[config.mk]
export PLATFORM = sky130hd
export DESIGN_NAME = spi_peri_master
export DESIGN_NICKNAME = d
export VERILOG_FILES = /design/src/rtl/spi_peri_master.sv
export SDC_FILE = /design/constraint.sdc
export NUM_CORES = 1
export LEC_CHECK = 0
export BUFFER_PORTS_ARGS = -buffer_cell sky130_fd_sc_hd__buf_2
export CAP_MARGIN = 25
export CELL_PAD_IN_SITES_DETAIL_PLACEMENT = 1
export CELL_PAD_IN_SITES_GLOBAL_PLACEMENT = 1
export CORE_MARGIN = 3
export CORE_UTILIZATION = 25
export DETAILED_ROUTE_END_ITERATION = 10
export PLACE_DENSITY = 0.47
export RECOVER_POWER = 100
export REMOVE_ABC_BUFFERS = 1
export SYNTH_ARGS = -nofsm -noshare
export SYNTH_HDL_FRONTEND = slang
export SYNTH_SLANG_ARGS = --single-unit
[constraint.sdc]
create_clock -name clock -period 3.13 [get_ports clock]
set_input_delay 0.313 -clock clock [delete_from_list [all_inputs] [get_ports clock]]
set_output_delay 0.313 -clock clock [all_outputs]
set_load 0.05 [all_outputs]
[src/rtl/spi_peri_master.sv]
// Mode-0 SPI master: one selectable active-low chip select, MSB-first, half-period of div+1 clocks.
// Defining SPI_RX_EN adds the p_miso input and the data_out capture register.
module spi_peri_master #(
   parameter int unsigned DATA_W = 16,
   parameter int unsigned CS_N   = 4,
   parameter int unsigned DIV_W  = 8
) (
   input  logic              clock,
   input  logic              reset,
   input  logic              start,
   input  logic [DATA_W-1:0] data_in,
   input  logic [2:0]        cs_sel,
   input  logic [DIV_W-1:0]  div,
   output logic              busy,
   output logic              done,
   output logic              p_clock,
   output logic              p_data,
   output logic [CS_N-1:0]   p_cs
`ifdef SPI_RX_EN
   ,
   input  logic              p_miso,
   output logic [DATA_W-1:0] data_out
`endif
);

   localparam int unsigned BIT_W = (DATA_W > 1) ? $clog2(DATA_W) : 1;
   localparam logic [BIT_W-1:0] LAST_BIT = BIT_W'(DATA_W - 1);

   typedef enum logic [1:0] {IDLE, SETUP, SHIFT, HOLD} state_t;

   state_t            state_q, state_d;
   logic [DIV_W-1:0]  cnt_q, cnt_d;
   logic [DIV_W-1:0]  div_q, div_d;
   logic [2:0]        cs_q, cs_d;
   logic [DATA_W-1:0] sh_q, sh_d;
   logic [BIT_W-1:0]  bit_q, bit_d;
   logic              hi_q, hi_d;
   logic              busy_d, done_d, p_clock_d;
   logic [CS_N-1:0]   p_cs_d;
   logic              half_end;
   logic              cs_ok;
   logic              rise;

   assign half_end = (cnt_q == div_q);
   assign cs_ok    = ({1'b0, cs_sel} < 4'(CS_N));
   assign p_data   = sh_q[DATA_W-1];

   // State register and registered pin outputs
   always_ff @(posedge clock or posedge reset) begin
      if (reset) begin
         state_q <= IDLE;
         cnt_q   <= '0;
         div_q   <= '0;
         cs_q    <= '0;
         sh_q    <= '0;
         bit_q   <= '0;
         hi_q    <= 1'b0;
         busy    <= 1'b0;
         done    <= 1'b0;
         p_clock <= 1'b0;
         p_cs    <= '1;
      end else begin
         state_q <= state_d;
         cnt_q   <= cnt_d;
         div_q   <= div_d;
         cs_q    <= cs_d;
         sh_q    <= sh_d;
         bit_q   <= bit_d;
         hi_q    <= hi_d;
         busy    <= busy_d;
         done    <= done_d;
         p_clock <= p_clock_d;
         p_cs    <= p_cs_d;
      end
   end

   // Next-state logic; pin outputs are derived from next-state values so they align with the state
   always_comb begin
      state_d = state_q;
      cnt_d   = cnt_q;
      div_d   = div_q;
      cs_d    = cs_q;
      sh_d    = sh_q;
      bit_d   = bit_q;
      hi_d    = hi_q;
      rise    = 1'b0;

      case (state_q)
         IDLE: begin
            if (start && cs_ok) begin
               state_d = SETUP;
               cnt_d   = '0;
               div_d   = div;
               cs_d    = cs_sel;
               sh_d    = data_in;
               bit_d   = '0;
               hi_d    = 1'b0;
            end
         end
         SETUP: begin
            if (half_end) begin
               state_d = SHIFT;
               cnt_d   = '0;
               hi_d    = 1'b1;
               rise    = 1'b1;
            end else begin
               cnt_d = cnt_q + DIV_W'(1);
            end
         end
         SHIFT: begin
            if (half_end) begin
               cnt_d = '0;
               if (hi_q) begin
                  // falling edge: present the next bit
                  hi_d = 1'b0;
                  sh_d = sh_q << 1;
               end else if (bit_q == LAST_BIT) begin
                  state_d = HOLD;
               end else begin
                  bit_d = bit_q + BIT_W'(1);
                  hi_d  = 1'b1;
                  rise  = 1'b1;
               end
            end else begin
               cnt_d = cnt_q + DIV_W'(1);
            end
         end
         HOLD: begin
            if (half_end) begin
               state_d = IDLE;
               cnt_d   = '0;
            end else begin
               cnt_d = cnt_q + DIV_W'(1);
            end
         end
         default: state_d = IDLE;
      endcase

      busy_d    = (state_d != IDLE);
      p_clock_d = (state_d == SHIFT) && hi_d;
      done_d    = (state_d == HOLD) && (cnt_d == div_d);
      p_cs_d    = busy_d ? ~(CS_N'(1) << cs_d) : '1;
   end

`ifdef SPI_RX_EN
   logic [DATA_W-1:0] rx_q, rx_d, data_out_d;

   // p_miso is captured as p_clock rises; the word is published on the done clock
   always_comb begin
      rx_d       = rx_q;
      if (rise) begin
         rx_d = (rx_q << 1) | DATA_W'(p_miso);
      end
      data_out_d = done_d ? rx_d : data_out;
   end

   always_ff @(posedge clock or posedge reset) begin
      if (reset) begin
         rx_q     <= '0;
         data_out <= '0;
      end else begin
         rx_q     <= rx_d;
         data_out <= data_out_d;
      end
   end
`endif

endmodule

==> summary.md <==
| Metric | Value |
|---|---|
| Gr ovfl total | `0` |
| Largest area contributor in the netlist | `dfrtp_1` |
| Post-synth ARST share | `100%` |
| Worst skew pair latency | `0.30 ns` |
| CP Launch Type | `register` |
| DR WL/cell | `about 15 um` |
| FF-to-FF path depth | `7` |
| Largest net degree at the start of global routing | `32` |
| Syn Area/Cell | `just over 10 um^2` |
| Initial DRC Count | `71` |
| Clock network power share | `16.2%` |
| Vias per cell | `around 4.7` |
| Master of the slowest instance on the critical path | `dfrtp_1` |
| Clock Path Buffers | `2` |
| Vias in the first global route | `approximately 2100` |
| Top area cells in the synthesized netlist | `dfrtp_1 43%, mux2i_1 8.4%, nand2_1 4.4%, dfstp_2 4.0%, xnor2_1 3.3%` |
| Gpl congestion | `0.735` |
| Initial Utilization | `between 20% and 30%` |
| FF-to-FF End | `done$_DFF_PP0_` |
| Post-synth top flop | `dfrtp_1` |
| Post-DP HPWL | `4890 um` |
| Cells resized by post-CTS repair | `0` |
| Filler cells | `1187` |
| Worst Tran Pin Value | `around 1.2 ns` |
| Hold path depth | `3` |
| Fraction of layout cells with a size suffix above 1 | `a little under a fifth` |
| Tcrit/Tclk final | `83.7%` |
| Combinational Power Share | `between 40% and 50%` |
| Status | `finished clean` |
| CTS buffer count | `5` |
| Max-Cap Viols | `0` |
| Chip Width | `roughly 110 um` |
| Final setup fails | `0` |
| Static leakage | `around 1.3 nW` |
| Setup TNS | `0 ns` |
| Switching pwr | `1.19 mW` |
| H-tree depth | `2` |
| Critical path class | `reg -> reg` |
| Fmax | `roughly 0.38 GHz` |
| Routed WL | `between 6000 and 7000 um` |
| Pint | `around 1.6 mW` |
| Post-layout min period | `approximately 2.6 ns` |
| Antenna violations before repair | `0` |
| Hold-fix buffers, CTS | `0` |
| RR Startpoint | `state_q[0]$_DFF_PP0_` |
| Max Slew Vio Count | `0` |
| Post-synthesis cell area | `roughly 0.0026 mm^2` |
| Setup slack, reg-to-reg | `roughly 0.5 ns` |
| Arr. time, crit path | `between 2 and 3 ns` |
| EDFF count, synth | `0` |
| CP max stage delay | `approximately 0.6 ns` |
| Die H | `approximately 110 um` |
| HP Class | `in -> reg` |
| Clock transition at path regs | `0.09 ns` |
| Hold Path Origin | `div[0]` |
| Worst vdd rail ir drop | `285 uV` |
| Via Count | `around 2000` |
| Critical-path cell list | `nor4b_1, buf_4, mux2_2, xor3_1, o32ai_1, a21oi_1, nor4_1` |
| Cells after synthesis | `between 200 and 300` |
| All-Layer GR Usage | `11.9%` |
| I/O Pins | `38` |
| Top cell type's share of synthesized area | `between 40% and 50%` |
| Relative slew slack | `around 17%` |
| Kind of cell adding the most delay to the critical path | `simple AND/OR/NAND/NOR gates` |
| IO Port Bufs | `37` |
| Setup repair after global routing missed its margin | `false` |
| Core area | `approximately 0.010 mm^2` |
| First drt pass iteration count | `4` |
| Clk sink count | `slightly below 50` |
| Total power | `between 2 and 3 mW` |
| Register share of total power | `a little over two fifths` |
| Buf/Inv on CP | `1` |
| Sw Ratio | `between 40% and 50%` |
| Hold Fails Final Rpt | `0` |
| Yosys warnings | `0` |
| # rows | `36` |
| Root Buffer | `clkbuf_8` |
| CP endpoint kind | `register` |
| Setup Buffers After CTS | `0` |
| CTS tree | `done` |
| Power density cells | `~930 mW/mm^2` |
| Worst-path maximum fanout | `16` |
| Required @ worst endpoint | `approximately 3.3 ns` |
| Hold path endpoint | `div_q[0]$_DFF_PP0_` |
| Die ar. | `about 0.012 mm^2` |
| Sequential share of the synthesized area | `~47%` |
| Synth Register Bits | `between 40 and 50` |
| Netlist cell types | `57` |
| First-pass GRT wire length | `approximately 11000 um` |
| Detail Route Antenna Nets | `0` |
| Clk_skew | `0.00802 ns` |
| Final nets | `325` |
| Synth-to-Final Area Change | `15.0%` |
| Antenna cells | `0` |
| # DRC | `0` |
==> logic make-up after synthesis <==
logic type                 synth area share, %
and+or+nand+nor                           18.4
AOI/OAI and AO/OA                         12.4
xor gates and xnor gates                  6.59
muxes                                     10.6
adders and majority gates                0.955
DFF                                       47.0
buffers and inverters                     4.06
==> area by class of cell <==
| class | instances | area, um^2 | area share, % |
|---|---|---|---|
| multi-input combinational | 183 | 1260 | 41.7 |
| sequential | 49 | 1230 | 40.8 |
| timing repair buffer | 42 | 206 | 6.85 |
| tap | 133 | 166 | 5.52 |
| clock buffer | 6 | 72.6 | 2.41 |
| inverter | 12 | 45.0 | 1.49 |
| clock inverter | 2 | 35.0 | 1.16 |
==> metal layers <==
layer  GRT usage, %  wire [um]
met1           16.1       3200
met3           1.79        110
met4           3.52         89
met2           19.8       3180
met5              0          0
==> worst reg2reg max path: cells and delay by family (launching register included) <==
| kind | cells | cell delay (ns) |
|---|---|---|
| and+or+nand+nor | 2 | 0.75 |
| muxes | 1 | 0.38 |
| buffers and inverters | 1 | 0.32 |
| AOI/OAI and AO/OA | 2 | 0.30 |
| DFF | 1 | 0.60 |
| xor gates and xnor gates | 1 | 0.18 |
==> power groups by stage <==
stage	Combinational [mW]	Sequential (mW)	Clock, mW
2_1_floorplan	0.836	1.23	0
3_3_place_gp	1.22	1.19	0
3_5_place_dp	1.23	1.19	0
4_1_cts	1.24	1.18	0.484
5_1_grt	1.33	1.23	0.510
6_report	1.18	1.17	0.456
==> cells in the final DEF, fill, tap and decap left out, types with 4 or more instances in the layout <==
| cell type | count |
|---|---|
| xor2_1 | 7 |
| buf_2 | 29 |
| nand3_1 | 11 |
| nor2_1 | 11 |
| clkbuf_1 | 10 |
| inv_1 | 12 |
| dfrtp_1 | 45 |
| xnor2_1 | 10 |
| mux2i_1 | 22 |
| o31ai_1 | 4 |
| dfstp_2 | 4 |
| nor4_1 | 4 |
| nand2_1 | 31 |
| a21oi_1 | 4 |
| nor3_1 | 8 |
| o21ai_0 | 17 |
| clkbuf_8 | 5 |
==> sequential cells by signal, summed over array words and instances, names as in the netlist <==
| register | count |
|---|---|
| sh_q | 16 |
| cnt_q | 8 |
| div_q | 8 |
| bit_q | 4 |
| p_cs | 4 |
| cs_q | 3 |
| state_q | 2 |
| busy | 1 |
| done | 1 |
| hi_q | 1 |
| p_clock | 1 |
==> how the worst max path moves through the flow <==
| stage | cells past startpoint | startpoint | slack [ns] | to |
|---|---|---|---|---|
| floorplan | 4 | state_q[1]$_DFF_PP0_ | 0.27 | sh_q[10]$_DFFE_PP0P_ |
| global placement | 6 | state_q[0]$_DFF_PP0_ | 0.55 | done$_DFF_PP0_ |
| detailed placement | 6 | state_q[0]$_DFF_PP0_ | 0.51 | done$_DFF_PP0_ |
| CTS | 6 | state_q[0]$_DFF_PP0_ | 0.50 | done$_DFF_PP0_ |
| global route | 7 | state_q[0]$_DFF_PP0_ | 0.18 | done$_DFF_PP0_ |
| finish | 7 | state_q[0]$_DFF_PP0_ | 0.51 | done$_DFF_PP0_ |
==> cell usage after synthesis (4+ instances only) <==
cell       n
dfrtp_1   45
nand2_1   31
mux2i_1   22
o21ai_0   17
inv_1     12
nand3_1   11
nor2_1    10
xnor2_1   10
nor3_1     8
xor2_1     7
clkbuf_1   5
a21oi_1    4
dfstp_2    4
o31ai_1    4
==> through the flow <==
step	hold WS [ns]	instance area, um^2	setup slack, ns	std cells	utilization (%)
2_1_floorplan	0.418	2560	0.268	244	-
3_3_place_gp	0.465	2950	0.552	419	29.5
3_5_place_dp	0.470	2950	0.513	419	29.5
4_1_cts	0.125	3060	0.501	427	30.6
5_1_grt	0.220	3010	0.181	427	30.1
6_report	0.200	3010	0.510	427	30.1
Note: power is estimated with default switching activity, not from simulation.
